File: src/rtl/mammal_intc.sv
// mammal_intc - prioritised interrupt controller for the mammal CPU.
//
// Collects up to NUM_SRC device requests. Each request is synchronised,
// latched into PENDING and qualified by MASK. The lowest-numbered enabled
// request is presented to the CPU on cpu_int. During the intack cycle the
// source index is driven onto the CPU read bus as the vector.
//
// Optional build macro: MAMMAL_INTC_EDGE_EN
//   defined   - pending[i] is set by a rising edge of the synchronised irq[i]
//               and holds until it is acknowledged or cleared by write-1.
//   undefined - pending[i] follows the synchronised irq[i] level every cycle.
//
// Ports
//   clk      in   single clock, all state on posedge
//   reset    in   synchronous, active-high
//   irq      in   [NUM_SRC] device requests, asynchronous to clk
//   address  in   [12] CPU word address
//   wr_data  in   [16] CPU write data
//   memwt    in   CPU write strobe
//   rd_data  out  [16] register readback, or vector while intack=1
//   rd_hit   out  rd_data overrides memory on the CPU data_in bus
//   cpu_int  out  interrupt request to the CPU (registered)
//   intack   in   interrupt acknowledge from the CPU
//
// Register map (word offset from MMIO_BASE)
//   +0 MASK    RW  enable bits [NUM_SRC-1:0]
//   +1 PENDING R / write-1-to-clear
//   +2 EOI     W   any write ends the in-service interrupt; reads 0
//   +3 STATUS  R   {insvc, 11'b0, idx[3:0]}
module mammal_intc #(
  parameter int          NUM_SRC   = 4,
  parameter logic [11:0] MMIO_BASE = 12'hFF0
) (
  input  logic               clk,
  input  logic               reset,
  input  logic [NUM_SRC-1:0] irq,
  input  logic [11:0]        address,
  input  logic [15:0]        wr_data,
  input  logic               memwt,
  output logic [15:0]        rd_data,
  output logic               rd_hit,
  output logic               cpu_int,
  input  logic               intack
);

  typedef enum logic [1:0] {
    S_IDLE   = 2'd0,
    S_ASSERT = 2'd1,
    S_INSVC  = 2'd2
  } state_t;

  state_t             state_q, state_d;
  logic [3:0]         idx_q, idx_d;
  logic [NUM_SRC-1:0] sync1_q, sync2_q;
  logic [NUM_SRC-1:0] mask_q, mask_d;
  logic [NUM_SRC-1:0] pending_q, pending_d;
  logic               cpu_int_q;

  logic [11:0]        offset;
  logic               in_range;
  logic [1:0]         reg_sel;
  logic               mask_wr, pend_wr, eoi_wr;
  logic               do_ack;
  logic [NUM_SRC-1:0] req;
  logic [3:0]         first_idx;
  logic               insvc;

  // Only the low NUM_SRC data bits carry register content.
  logic               unused_wr_data;
  assign unused_wr_data = ^wr_data;

  // Address decode: subtracting the base lets a single range test cover
  // all four registers.
  assign offset   = address - MMIO_BASE;
  assign in_range = (offset[11:2] == 10'd0);
  assign reg_sel  = offset[1:0];
  assign mask_wr  = memwt && in_range && (reg_sel == 2'd0);
  assign pend_wr  = memwt && in_range && (reg_sel == 2'd1);
  assign eoi_wr   = memwt && in_range && (reg_sel == 2'd2);

  assign do_ack   = (state_q == S_ASSERT) && intack;
  assign req      = pending_q & mask_q;
  assign insvc    = (state_q == S_ASSERT) || (state_q == S_INSVC);

  assign mask_d   = mask_wr ? wr_data[NUM_SRC-1:0] : mask_q;

  // Lowest set bit wins: scan from the top so lower indices overwrite.
  always_comb begin
    first_idx = 4'd0;
    for (int i = NUM_SRC - 1; i >= 0; i--) begin
      if (req[i]) first_idx = 4'(i);
    end
  end

`ifdef MAMMAL_INTC_EDGE_EN
  logic [NUM_SRC-1:0] sync3_q;
  logic [NUM_SRC-1:0] set_vec, clr_vec;

  always_comb begin
    set_vec = sync2_q & ~sync3_q;
    clr_vec = pend_wr ? wr_data[NUM_SRC-1:0] : '0;
    for (int i = 0; i < NUM_SRC; i++) begin
      if (do_ack && (idx_q == 4'(i))) clr_vec[i] = 1'b1;
    end
    // A new edge in the same cycle as a clear keeps the bit set.
    pending_d = (pending_q & ~clr_vec) | set_vec;
  end

  always_ff @(posedge clk) begin
    if (reset) sync3_q <= '0;
    else       sync3_q <= sync2_q;
  end
`else
  // Level mode: pending mirrors the synchronised request, so clears and
  // acknowledges have nothing to hold on to.
  logic unused_w1c;
  assign unused_w1c = pend_wr;

  always_comb begin
    pending_d = sync2_q;
  end
`endif

  always_comb begin
    state_d = state_q;
    idx_d   = idx_q;
    case (state_q)
      S_IDLE: begin
        if (|req) begin
          idx_d   = first_idx;
          state_d = S_ASSERT;
        end
      end
      // idx stays frozen here; a mask change cannot withdraw the request.
      S_ASSERT: begin
        if (intack) state_d = S_INSVC;
      end
      S_INSVC: begin
        if (eoi_wr) state_d = S_IDLE;
      end
      default: state_d = S_IDLE;
    endcase
  end

  always_ff @(posedge clk) begin
    if (reset) begin
      state_q   <= S_IDLE;
      idx_q     <= 4'd0;
      sync1_q   <= '0;
      sync2_q   <= '0;
      mask_q    <= '0;
      pending_q <= '0;
      cpu_int_q <= 1'b0;
    end else begin
      state_q   <= state_d;
      idx_q     <= idx_d;
      sync1_q   <= irq;
      sync2_q   <= sync1_q;
      mask_q    <= mask_d;
      pending_q <= pending_d;
      cpu_int_q <= (state_d == S_ASSERT);
    end
  end

  assign cpu_int = cpu_int_q;

  // Vector has priority over register reads; intack outside ASSERT reads 0.
  always_comb begin
    rd_hit  = intack || (in_range && !memwt);
    rd_data = 16'h0000;
    if (intack) begin
      if (state_q == S_ASSERT) rd_data = {12'h000, idx_q};
    end else if (in_range && !memwt) begin
      case (reg_sel)
        2'd0:    rd_data = 16'(mask_q);
        2'd1:    rd_data = 16'(pending_q);
        2'd3:    rd_data = {insvc, 11'h000, (insvc ? idx_q : 4'd0)};
        default: rd_data = 16'h0000;
      endcase
    end
  end

endmodule

File: config.mk
export PLATFORM = sky130hd
export DESIGN_NAME = mammal_intc
export DESIGN_NICKNAME = d
export VERILOG_FILES = /design/src/rtl/mammal_intc.sv
export SDC_FILE = /design/constraint.sdc
export NUM_CORES = 1
export LEC_CHECK = 0
export ABC_AREA = 1
export CAP_MARGIN = 20
export CORE_ASPECT_RATIO = 1.2
export CORE_MARGIN = 2
export CORE_UTILIZATION = 35
export DETAILED_ROUTE_END_ITERATION = 10
export GPL_ROUTABILITY_DRIVEN = 0
export PLACE_DENSITY_LB_ADDON = 0.25
export SLEW_MARGIN = 15
export SYNTH_ARGS = -nofsm -noshare
export SYNTH_HDL_FRONTEND = slang
export SYNTH_SLANG_ARGS = --single-unit
File: constraint.sdc
create_clock -name clk -period 1.4 [get_ports clk]
set_input_delay 0.28 -clock clk [delete_from_list [all_inputs] [get_ports clk]]
set_output_delay 0.28 -clock clk [all_outputs]
set_load 0.01 [all_outputs]
==> qor.csv <==
metric,value,unit
crit_required,1.12,ns
fin_util,56.4,%
cts.reportedPaths.clkPinSlew,0.12,ns
initial_utilization,37.1,%
comb_power_share,13.5,%
wl_met1,977,um
crit_path_start_kind,flop,
numPortBuffers,30,
syn_inst,148,
core_area,2840,um^2
ys_seq_elements,21,
outcome,"complete, but fails checks",
cpLargestDelayFamily,buffers and inverters,
vias,1097,
crit_path_end_kind,output port,
fin_ws,-0.399,ns
synth_top_area_share,40.0,%
cts_sinks,21,
grt_max_degree,20,
dpl_worst_slack,-0.912,ns
p_switching,269,uW
htreeDepth,1,
synth_area,1050,um^2
track_usage,15.1,%
finalHoldViolations,0,
die-width,54.1,um
drive_above_1_share,36.5,%
reg2reg_slack,0.04,ns
rr_worst_depth,6,
worstHoldPathType,flop to flop,
grt_setup_unrepaired,yes,
p_per_area,664,nW/um^2
startpoint,state_q[1],
leakagePower,0.735,nW
violations,negative setup slack,
synth_edf_count,0,
max_freq,556,MHz
setup.worst_path.class,flop to output port,
ctsRootBufferMaster,clkbuf_4,
yosysUniqueCellTypes,22,
drt_first_iter_violations,17,
r2r_end,cpu_int,
nets,244,
skew,0.00748,ns
power,1.06,mW
row_count,21,
antenna_found_initial,0,
grt_pass1_vias,1039,
cts_hold_buf,0,
multi_input_area,589,um^2
cts_buffers,3,
regArea,423,um^2
overflow,0,
die_h,64.1,um
dp_hpwl,1.90,mm
ys.warnings.count,0,
ir_drop,660,uV
crit_end,rd_data[15],
power_frac_clock,28.6,%
p_int,793,uW
cts_tree,built,
yosys.area.top_type,dfxtp_1,
grt_first_pass_wirelength,3.93,mm
antenna_cells,0,
rr_startpoint,state_q[0],
ant_nets,0,
crit_path_frequent_cell,buf_4,
critical_path.max_stage_delay,0.36,ns
post-route-min-period,1.80,ns
vias_per_cell,4.63,
swShare,25.3,%
finalWirelength,2.52,mm
synthTopCellsByArea,"dfxtp_1, inv_1, nor2_1",
insertion_delay,0.31,ns
fillers,279,
drc_errors,0,
min_period_over_period,129,%
crit_chain,inv_2 -> ha_4 -> nand3_4 -> buf_4 -> buf_4 -> nor2_1 -> buf_2,
maxCapViolations,0,
die_area,3460,um^2
pin_count,54,
critical_path_buf_inv_count,4,
cp.depth,7,
crit_fanout,3,
power_frac_seq,58.0,%
yosys_most_used_dff,dfxtp_1,
maxUsedRoutingLayer,met4,
slew_violations,0,
crit_slowest_cell,dfxtp_2,
setup_violations,4,
drt-wirelength-per-cell,10.6,um
syn_to_final_growth,52.1,%
synth_async_sr_flop_share,0,%
syn_area_per_cell,7.11,um^2
synth_common_cells,"inv_1, nor2_1, nand2_1",
clockBufferDepth,2,
cp_data_arrival_time,1.52,ns
met2_length,1.31,mm
wl_met3,216,um
ys_seq_area_share,40.0,%
firstDrtPassIters,4,
==> worst min path at each step <==
stage / end / slack [ns] / cells after the start / from
detailed placement: pending_d[2] / 0.40 / 2 / sync1_q[2]
global placement: pending_q[0] / 0.39 / 2 / pending_d[0]
floorplan: sync1_q[0] / 0.39 / 2 / irq[0]
global route: pending_q[0] / 0.43 / 2 / pending_d[0]
CTS: pending_d[0] / 0.42 / 2 / sync1_q[0]
finish: pending_q[0] / 0.41 / 2 / pending_d[0]
==> metal layers <==
metal / track usage, % / up-vias
li1: - / 550
met1: 15.8 / 488
met2: 28.2 / 57
met3: 2.80 / 2
met4: 5.94 / 0
met5: 0 / -
==> per-stage QoR <==
| step | area [um^2] | hold slack (ns) | setup TNS, ns | instances |
|---|---|---|---|---|
| floorplan | 1100 | 0.387 | 0 | 158 |
| global placement | 1500 | 0.389 | -6.60 | 229 |
| detailed placement | 1500 | 0.399 | -6.85 | 229 |
| CTS | 1540 | 0.416 | -1.38 | 236 |
| global route | 1600 | 0.426 | -1.56 | 237 |
| finish | 1600 | 0.413 | -1.13 | 237 |
==> flip-flops by register name, indices dropped and copies added, names as in the netlist <==
name / flops
cpu_int: 1
idx_q: 2
mask_q: 4
pending_d: 4
pending_q: 4
state_q: 2
sync1_q: 4
==> repair_timing <==
action,4_1_cts,5_1_grt
gates resized for setup,75,19
buffers inserted,3,1
endpoints found under the setup margin,7,9
pin swaps,15,10
==> power groups by stage <==
stage / Sequential (mW) / Clock [mW] / Combinational, mW
floorplan: 0.628 / 0 / 0.0704
detailed placement: 0.629 / 0 / 0.141
global route: 0.618 / 0.340 / 0.158
CTS: 0.616 / 0.307 / 0.134
finish: 0.616 / 0.303 / 0.143
global placement: 0.628 / 0 / 0.139
==> tightest hold or removal path, cell delays in order, from the launching register on <==
cell	delay (ns)
dfxtp_1	0.32
inv_1	0.04
nor2_1	0.03
==> logic make-up after synthesis <==
group,count (synthesis),share of synthesized area [%]
and+or+nand+nor,64,26.2
other,1,0.356
DFF,21,40.0
AOI/OAI and AO/OA,20,11.2
buffers and inverters,38,17.6
adders and majority gates,4,4.76
==> area by class of cell <==
type / count / share of cell area [%]
Clock buffer: 3 / 1.41
Clock inverter: 1 / 0.469
Sequential cell: 21 / 26.4
Timing Repair Buffer: 54 / 26.3
Tap cell: 34 / 2.66
Inverter: 25 / 5.86
Multi-Input combinational cell: 99 / 36.8
==> layout by cell type (no fill, tap or decap) <==
cell,n
a211oi_1,2
a21oi_1,5
a21oi_2,3
a21oi_4,1
a221oi_2,2
a31oi_1,4
buf_2,12
buf_4,23
buf_6,6
clkbuf_2,1
clkbuf_4,3
clkdlybuf4s50_1,9
clkinvlp_4,1
conb_1,11
dfxtp_1,19
dfxtp_2,2
dlygate4sd2_1,3
ha_1,1
ha_2,1
ha_4,2
inv_1,22
inv_2,3
nand2_1,21
nand2_2,4
nand3_1,3
nand3_4,1
nand4_1,1
nor2_1,21
nor2_2,4
nor2_4,4
nor3_1,4
o21ai_1,3
or2_2,1
No activity file was read; power rests on OpenSTA's default activity.
